$ cat src/rtl/fb_write_arbiter.sv
// Frame buffer write-port arbiter between the painter and the overlay writer.
// Optional feature macro: FB_ARB_ROUND_ROBIN_EN (round-robin tie break in IDLE).
module fb_write_arbiter #(
   parameter int PIXEL_NUM       = 76800,
   parameter int PIXEL_NUM_WIDTH = $clog2(PIXEL_NUM),
   parameter int MAX_WAIT        = 4096,
   parameter int MAX_WAIT_WIDTH  = $clog2(MAX_WAIT + 1)
) (
   input  logic                       clk,
   input  logic                       reset,
   input  logic                       en,
   input  logic                       p_req,
   input  logic                       p_we,
   input  logic [PIXEL_NUM_WIDTH-1:0] p_addr,
   input  logic                       p_data,
   output logic                       p_gnt,
   input  logic                       o_req,
   input  logic                       o_we,
   input  logic [PIXEL_NUM_WIDTH-1:0] o_addr,
   input  logic                       o_data,
   output logic                       o_gnt,
   output logic [PIXEL_NUM_WIDTH-1:0] ram_write_addr,
   output logic                       ram_data,
   output logic                       ram_write_en,
   output logic                       starved_p,
   output logic                       starved_o,
   output logic                       drop_err
);

   typedef enum logic [1:0] {
      ST_IDLE  = 2'd0,
      ST_OWN_P = 2'd1,
      ST_OWN_O = 2'd2
   } state_t;

   localparam logic [MAX_WAIT_WIDTH-1:0] WAIT_SAT = MAX_WAIT_WIDTH'(MAX_WAIT);

   state_t                    state_q, state_d;
   logic [MAX_WAIT_WIDTH-1:0] wait_p_q, wait_p_d;
   logic [MAX_WAIT_WIDTH-1:0] wait_o_q, wait_o_d;
   logic                      starved_p_q, starved_p_d;
   logic                      starved_o_q, starved_o_d;
   logic                      drop_err_q, drop_err_d;
   logic                      tie_p_wins;

   // Waiting time is only meaningful while the requester is locked out.
   function automatic logic [MAX_WAIT_WIDTH-1:0] wait_next(
      input logic [MAX_WAIT_WIDTH-1:0] cnt,
      input logic                      req,
      input logic                      gnt
   );
      if (!req || gnt) begin
         return '0;
      end else if (cnt == WAIT_SAT) begin
         return cnt;
      end else begin
         return cnt + MAX_WAIT_WIDTH'(1);
      end
   endfunction

`ifdef FB_ARB_ROUND_ROBIN_EN
   logic last_o_q, last_o_d;

   // last_o_q=1 means the overlay was served last, so the painter wins the next tie.
   assign tie_p_wins = last_o_q;

   always_comb begin
      last_o_d = last_o_q;
      if (state_d == ST_OWN_P && state_q != ST_OWN_P) begin
         last_o_d = 1'b0;
      end else if (state_d == ST_OWN_O && state_q != ST_OWN_O) begin
         last_o_d = 1'b1;
      end
   end

   always_ff @(posedge clk) begin
      if (reset) begin
         last_o_q <= 1'b1;
      end else begin
         last_o_q <= last_o_d;
      end
   end
`else
   assign tie_p_wins = 1'b1;
`endif

   assign p_gnt     = (state_q == ST_OWN_P);
   assign o_gnt     = (state_q == ST_OWN_O);
   assign starved_p = starved_p_q;
   assign starved_o = starved_o_q;
   assign drop_err  = drop_err_q;

   // Ownership is held until the owner drops req; handover skips IDLE.
   always_comb begin
      state_d = state_q;
      if (en) begin
         case (state_q)
            ST_IDLE: begin
               if (p_req && o_req) begin
                  state_d = tie_p_wins ? ST_OWN_P : ST_OWN_O;
               end else if (p_req) begin
                  state_d = ST_OWN_P;
               end else if (o_req) begin
                  state_d = ST_OWN_O;
               end
            end
            ST_OWN_P: begin
               if (!p_req) begin
                  state_d = o_req ? ST_OWN_O : ST_IDLE;
               end
            end
            ST_OWN_O: begin
               if (!o_req) begin
                  state_d = p_req ? ST_OWN_P : ST_IDLE;
               end
            end
            default: state_d = ST_IDLE;
         endcase
      end
   end

   always_comb begin
      wait_p_d = wait_p_q;
      wait_o_d = wait_o_q;
      if (en) begin
         wait_p_d = wait_next(wait_p_q, p_req, p_gnt);
         wait_o_d = wait_next(wait_o_q, o_req, o_gnt);
      end
      starved_p_d = starved_p_q | (wait_p_d == WAIT_SAT);
      starved_o_d = starved_o_q | (wait_o_d == WAIT_SAT);
      drop_err_d  = drop_err_q | (p_we & ~p_gnt) | (o_we & ~o_gnt);
   end

   // Zero-latency RAM mux; non-owner strobes never reach the RAM.
   always_comb begin
      ram_write_en   = 1'b0;
      ram_write_addr = '0;
      ram_data       = 1'b0;
      if (en) begin
         case (state_q)
            ST_OWN_P: begin
               ram_write_en   = p_we;
               ram_write_addr = p_addr;
               ram_data       = p_data;
            end
            ST_OWN_O: begin
               ram_write_en   = o_we;
               ram_write_addr = o_addr;
               ram_data       = o_data;
            end
            default: begin
               ram_write_en   = 1'b0;
               ram_write_addr = '0;
               ram_data       = 1'b0;
            end
         endcase
      end
   end

   always_ff @(posedge clk) begin
      if (reset) begin
         state_q     <= ST_IDLE;
         wait_p_q    <= '0;
         wait_o_q    <= '0;
         starved_p_q <= 1'b0;
         starved_o_q <= 1'b0;
         drop_err_q  <= 1'b0;
      end else begin
         state_q     <= state_d;
         wait_p_q    <= wait_p_d;
         wait_o_q    <= wait_o_d;
         starved_p_q <= starved_p_d;
         starved_o_q <= starved_o_d;
         drop_err_q  <= drop_err_d;
      end
   end

endmodule

$ cat config.mk
export PLATFORM = sky130hd
export DESIGN_NAME = fb_write_arbiter
export DESIGN_NICKNAME = d
export VERILOG_FILES = /design/src/rtl/fb_write_arbiter.sv
export SDC_FILE = /design/constraint.sdc
export NUM_CORES = 1
export LEC_CHECK = 0
export ABC_CLOCK_PERIOD_IN_PS = 3300
export CAP_MARGIN = 20
export CORE_UTILIZATION = 50
export CTS_CLUSTER_DIAMETER = 40
export DETAILED_ROUTE_END_ITERATION = 12
export GPL_TIMING_DRIVEN = 1
export PLACE_DENSITY = 0.86
export SYNTH_ARGS = -nofsm -noshare
export SYNTH_HDL_FRONTEND = slang
export SYNTH_SLANG_ARGS = --single-unit
export TNS_END_PERCENT = 1
$ cat constraint.sdc
create_clock -name clk -period 3.3 [get_ports clk]
set_input_delay 0.495 -clock clk [delete_from_list [all_inputs] [get_ports clk]]
set_output_delay 0.495 -clock clk [all_outputs]
set_load 0.05 [all_outputs]
==> results.md <==
- Ys flop type: dfxtp_1
- Seq/Total Area, Yosys: between 30% and 40%
- Top post-synthesis cells by area: dfxtp_1 (31%), nor2_1 (10%), a22oi_1 (7.8%), xnor2_1 (7.3%), xor2_1 (5.2%)
- Status: complete, no violations
- CTS H-tree depth: 2
- Mapped Cells: ~270
- Synthesized area per cell: between 7 and 8 um^2
- Critical R2R Capture: starved_p$_SDFF_PP0_
- Sequential power share: between 40% and 50%
- Post-synth EDFFs: 0
- Clock buffer count from CTS: 5
- Final GP Congestion: 0.925
- Ratio of cells with drive above 1 in the final layout: 10.4%
- Initial DRC count: 129
- Max IR drop VDD: between 0.2 and 0.3 mV
- Dpl cells: 366
- Die extent in x: 65.7 um
- Initial Utilization: 53.8%
- Die span in y: 65.7 um
- Cell variety after synth: 41
- Hpwl dp: 4.19 mm
- Hold depth: 2
- Met2 usage: between 40% and 50%
- Vias in the first global route: about 1.9k
- GRT Util Overall: 26.4%
- Leakage: ~0.0011 uW
- RSZ-0062 raised after global routing: false
- Worst-margin pin slew: 0.608 ns
- Clock network fraction of total power: 33.0%
- First-pass GRT wire length: between 8 and 9 mm
- Post-Route WL: ~5.4 mm
- Routed vias: 2044
- Initial antenna violation count: 0
- R2R Path Start: state_q[1]$_SDFFE_PP0P_
- Fmax: around 370 MHz
- Endpoint class of the critical path: output pin
- Clk_lat worst skew: 0.28 ns
- Most frequent cells in the layout: nor2_1 (55), clkdlybuf4s50_1 (47), dfxtp_1 (31)
- Hold_buf cts: 0
- Power, Total: ~860 uW
- DRT Pass-1 Iters: 5
- Num Clock Sinks: 31
- Final hold viol count: 0
- Startpoint Class: input port
- Nets@finish: between 300 and 400
- Register bit total from synthesis: 31
- Min Tclk post-route: ~2.7 ns
- Worst-path clk slew: 0.06 ns
- Reg2reg path depth: 7
- Setup_tns: 0 ns
- Antenna violation net count after detailed routing: 0
- Antenna cells: 0
- Class of the worst hold path: flip-flop to flip-flop
- GRT Residual Overflow: 0
- Cell Area, Synth: 2030 um^2
- Clock tree buffer depth: 2
- Core ar.: 3770 um^2
- Clock root buffer: clkbuf_8
- Synth-to-Final Area Change: 46.5%
- Fin. max-slew vios: 0
- TritonCTS clock tree: done
- Async SR Flop Fraction: 0%
- Cell area after layout: 2970 um^2
- Combinational share of power: 22.2%
- Post-DP Area: approximately 2900 um^2
- Routed vias/inst: approximately 5.5
- Setup bufs post-CTS: 0
- Commonest non-fill, non-tap cell in the layout: nor2_1
- Top Usage Layer GRT: met2
- DR WL/cell: 14.4 um
- Tcrit/Tclk final: between 80% and 90%
- Max Clock Skew: 0.00435 ns
- Setup violations, final: 0
- Buffers on Ports: 66
- Cell taking the most area after synthesis: dfxtp_1
- Largest net degree at the start of global routing: 20
- Sw Ratio: 27.7%
- Reg2Reg Setup Slack: slightly above 0.9 ns
- Die ar.: 4320 um^2
- Pwr/cell area: roughly 290 nW/um^2
- Req. time, crit path: roughly 2.8 ns
- Arr. time, crit path: between 2 and 2.5 ns
- Final std cells w/o fill: 374
- # rows: 22
- Boundary pin count: 67
- Syn Nets: 316
- CP Max Fanout: 19
- Synth top area share: 30.6%
- Count of cells resized by post-cts repair: 0
- WS Path Type: input port to output pin
- Pint: about 620 uW
- Net Sw Power: 239 uW
- Min-Delay Startpoint: starved_p$_SDFF_PP0_
- GRT met1 Usage: 33.7%
- Hold Path End: starved_p$_SDFF_PP0_
- Max_slew headroom: 59.0%
- Max-cap violations: 0
- DRC errors left: 0
- YS warnings: 0
- Met3 Use GR: 5.73%
[area by class of cell]
| type | instances | area (um^2) |
|---|---|---|
| inverter | 13 | 48.8 |
| timing repair buffer | 69 | 873 |
| fill | 249 | 797 |
| tap | 48 | 60.1 |
| clock inverter | 1 | 5.00 |
| clock buffer | 7 | 76.3 |
| multi-input combinational | 205 | 1290 |
| sequential | 31 | 621 |
[synth_stat cells, types with 3 or more instances]
cell type	count
nor2_1	55
dfxtp_1	31
a22oi_1	21
xnor2_1	17
nand2_1	16
nand4_1	14
inv_1	13
clkbuf_1	12
nand3_1	12
xor2_1	12
ha_1	8
nor3_1	5
a21oi_1	4
a31oi_1	3
and3_1	3
buf_2	3
nand2b_1	3
nor4b_1	3
o21ai_0	3
[metal layers]
layer | routed length (um) | vias up
li1 | - | 1046
met1 | 2420 | 952
met2 | 2710 | 38
met3 | 159 | 8
met4 | 93 | 0
met5 | 0 | -
[metrics by stage]
stage | hold WS [ns] | util (%) | setup WS, ns
2_1_floorplan | 0.469 | - | 0.763
3_3_place_gp | 0.460 | 76.7 | 0.647
3_5_place_dp | 0.460 | 76.7 | 0.579
4_1_cts | 0.480 | 78.9 | 0.582
5_1_grt | 0.518 | 78.9 | 0.442
6_report | 0.476 | 78.9 | 0.578
[worst max-delay path, cell delays in order]
cell             delay (ns)
clkdlybuf4s50_1        0.58
buf_4                  0.25
nand2_1                0.38
nor2_1                 0.34
buf_12                 0.18
[power by group through the flow]
| stage | registers (uW) | logic, uW | clock network [uW] |
|---|---|---|---|
| 6_report | 386 | 191 | 284 |
| 5_1_grt | 386 | 206 | 309 |
| 4_1_cts | 386 | 191 | 295 |
| 3_5_place_dp | 394 | 190 | 0 |
| 3_3_place_gp | 394 | 187 | 0 |
| 2_1_floorplan | 396 | 94.5 | 0 |
[logic make-up after synthesis]
group	count (synthesis)	share of synthesized area [%]
fa+ha+maj	8	4.93
compound gates	42	15.4
flops	31	30.6
xor+xnor	29	12.5
simple gates	126	30.7
buf+inv	29	5.91
[how the worst max path moves through the flow]
stage	startpoint	end	cells past startpoint
2_1_floorplan	state_q[0]$_SDFFE_PP0P_	ram_write_addr[10]	5
3_3_place_gp	en	ram_write_addr[15]	5
3_5_place_dp	en	ram_write_addr[11]	5
4_1_cts	en	ram_write_en	5
5_1_grt	en	ram_write_en	5
6_report	en	ram_write_en	5
[flip-flops by register name, summed over array words and instances (netlist names)]
signal / cells
state_q: 2
wait_o_q: 13
drop_err: 1
starved_o: 1
starved_p: 1
wait_p_q: 13
Power figures use the tool's default switching activity.
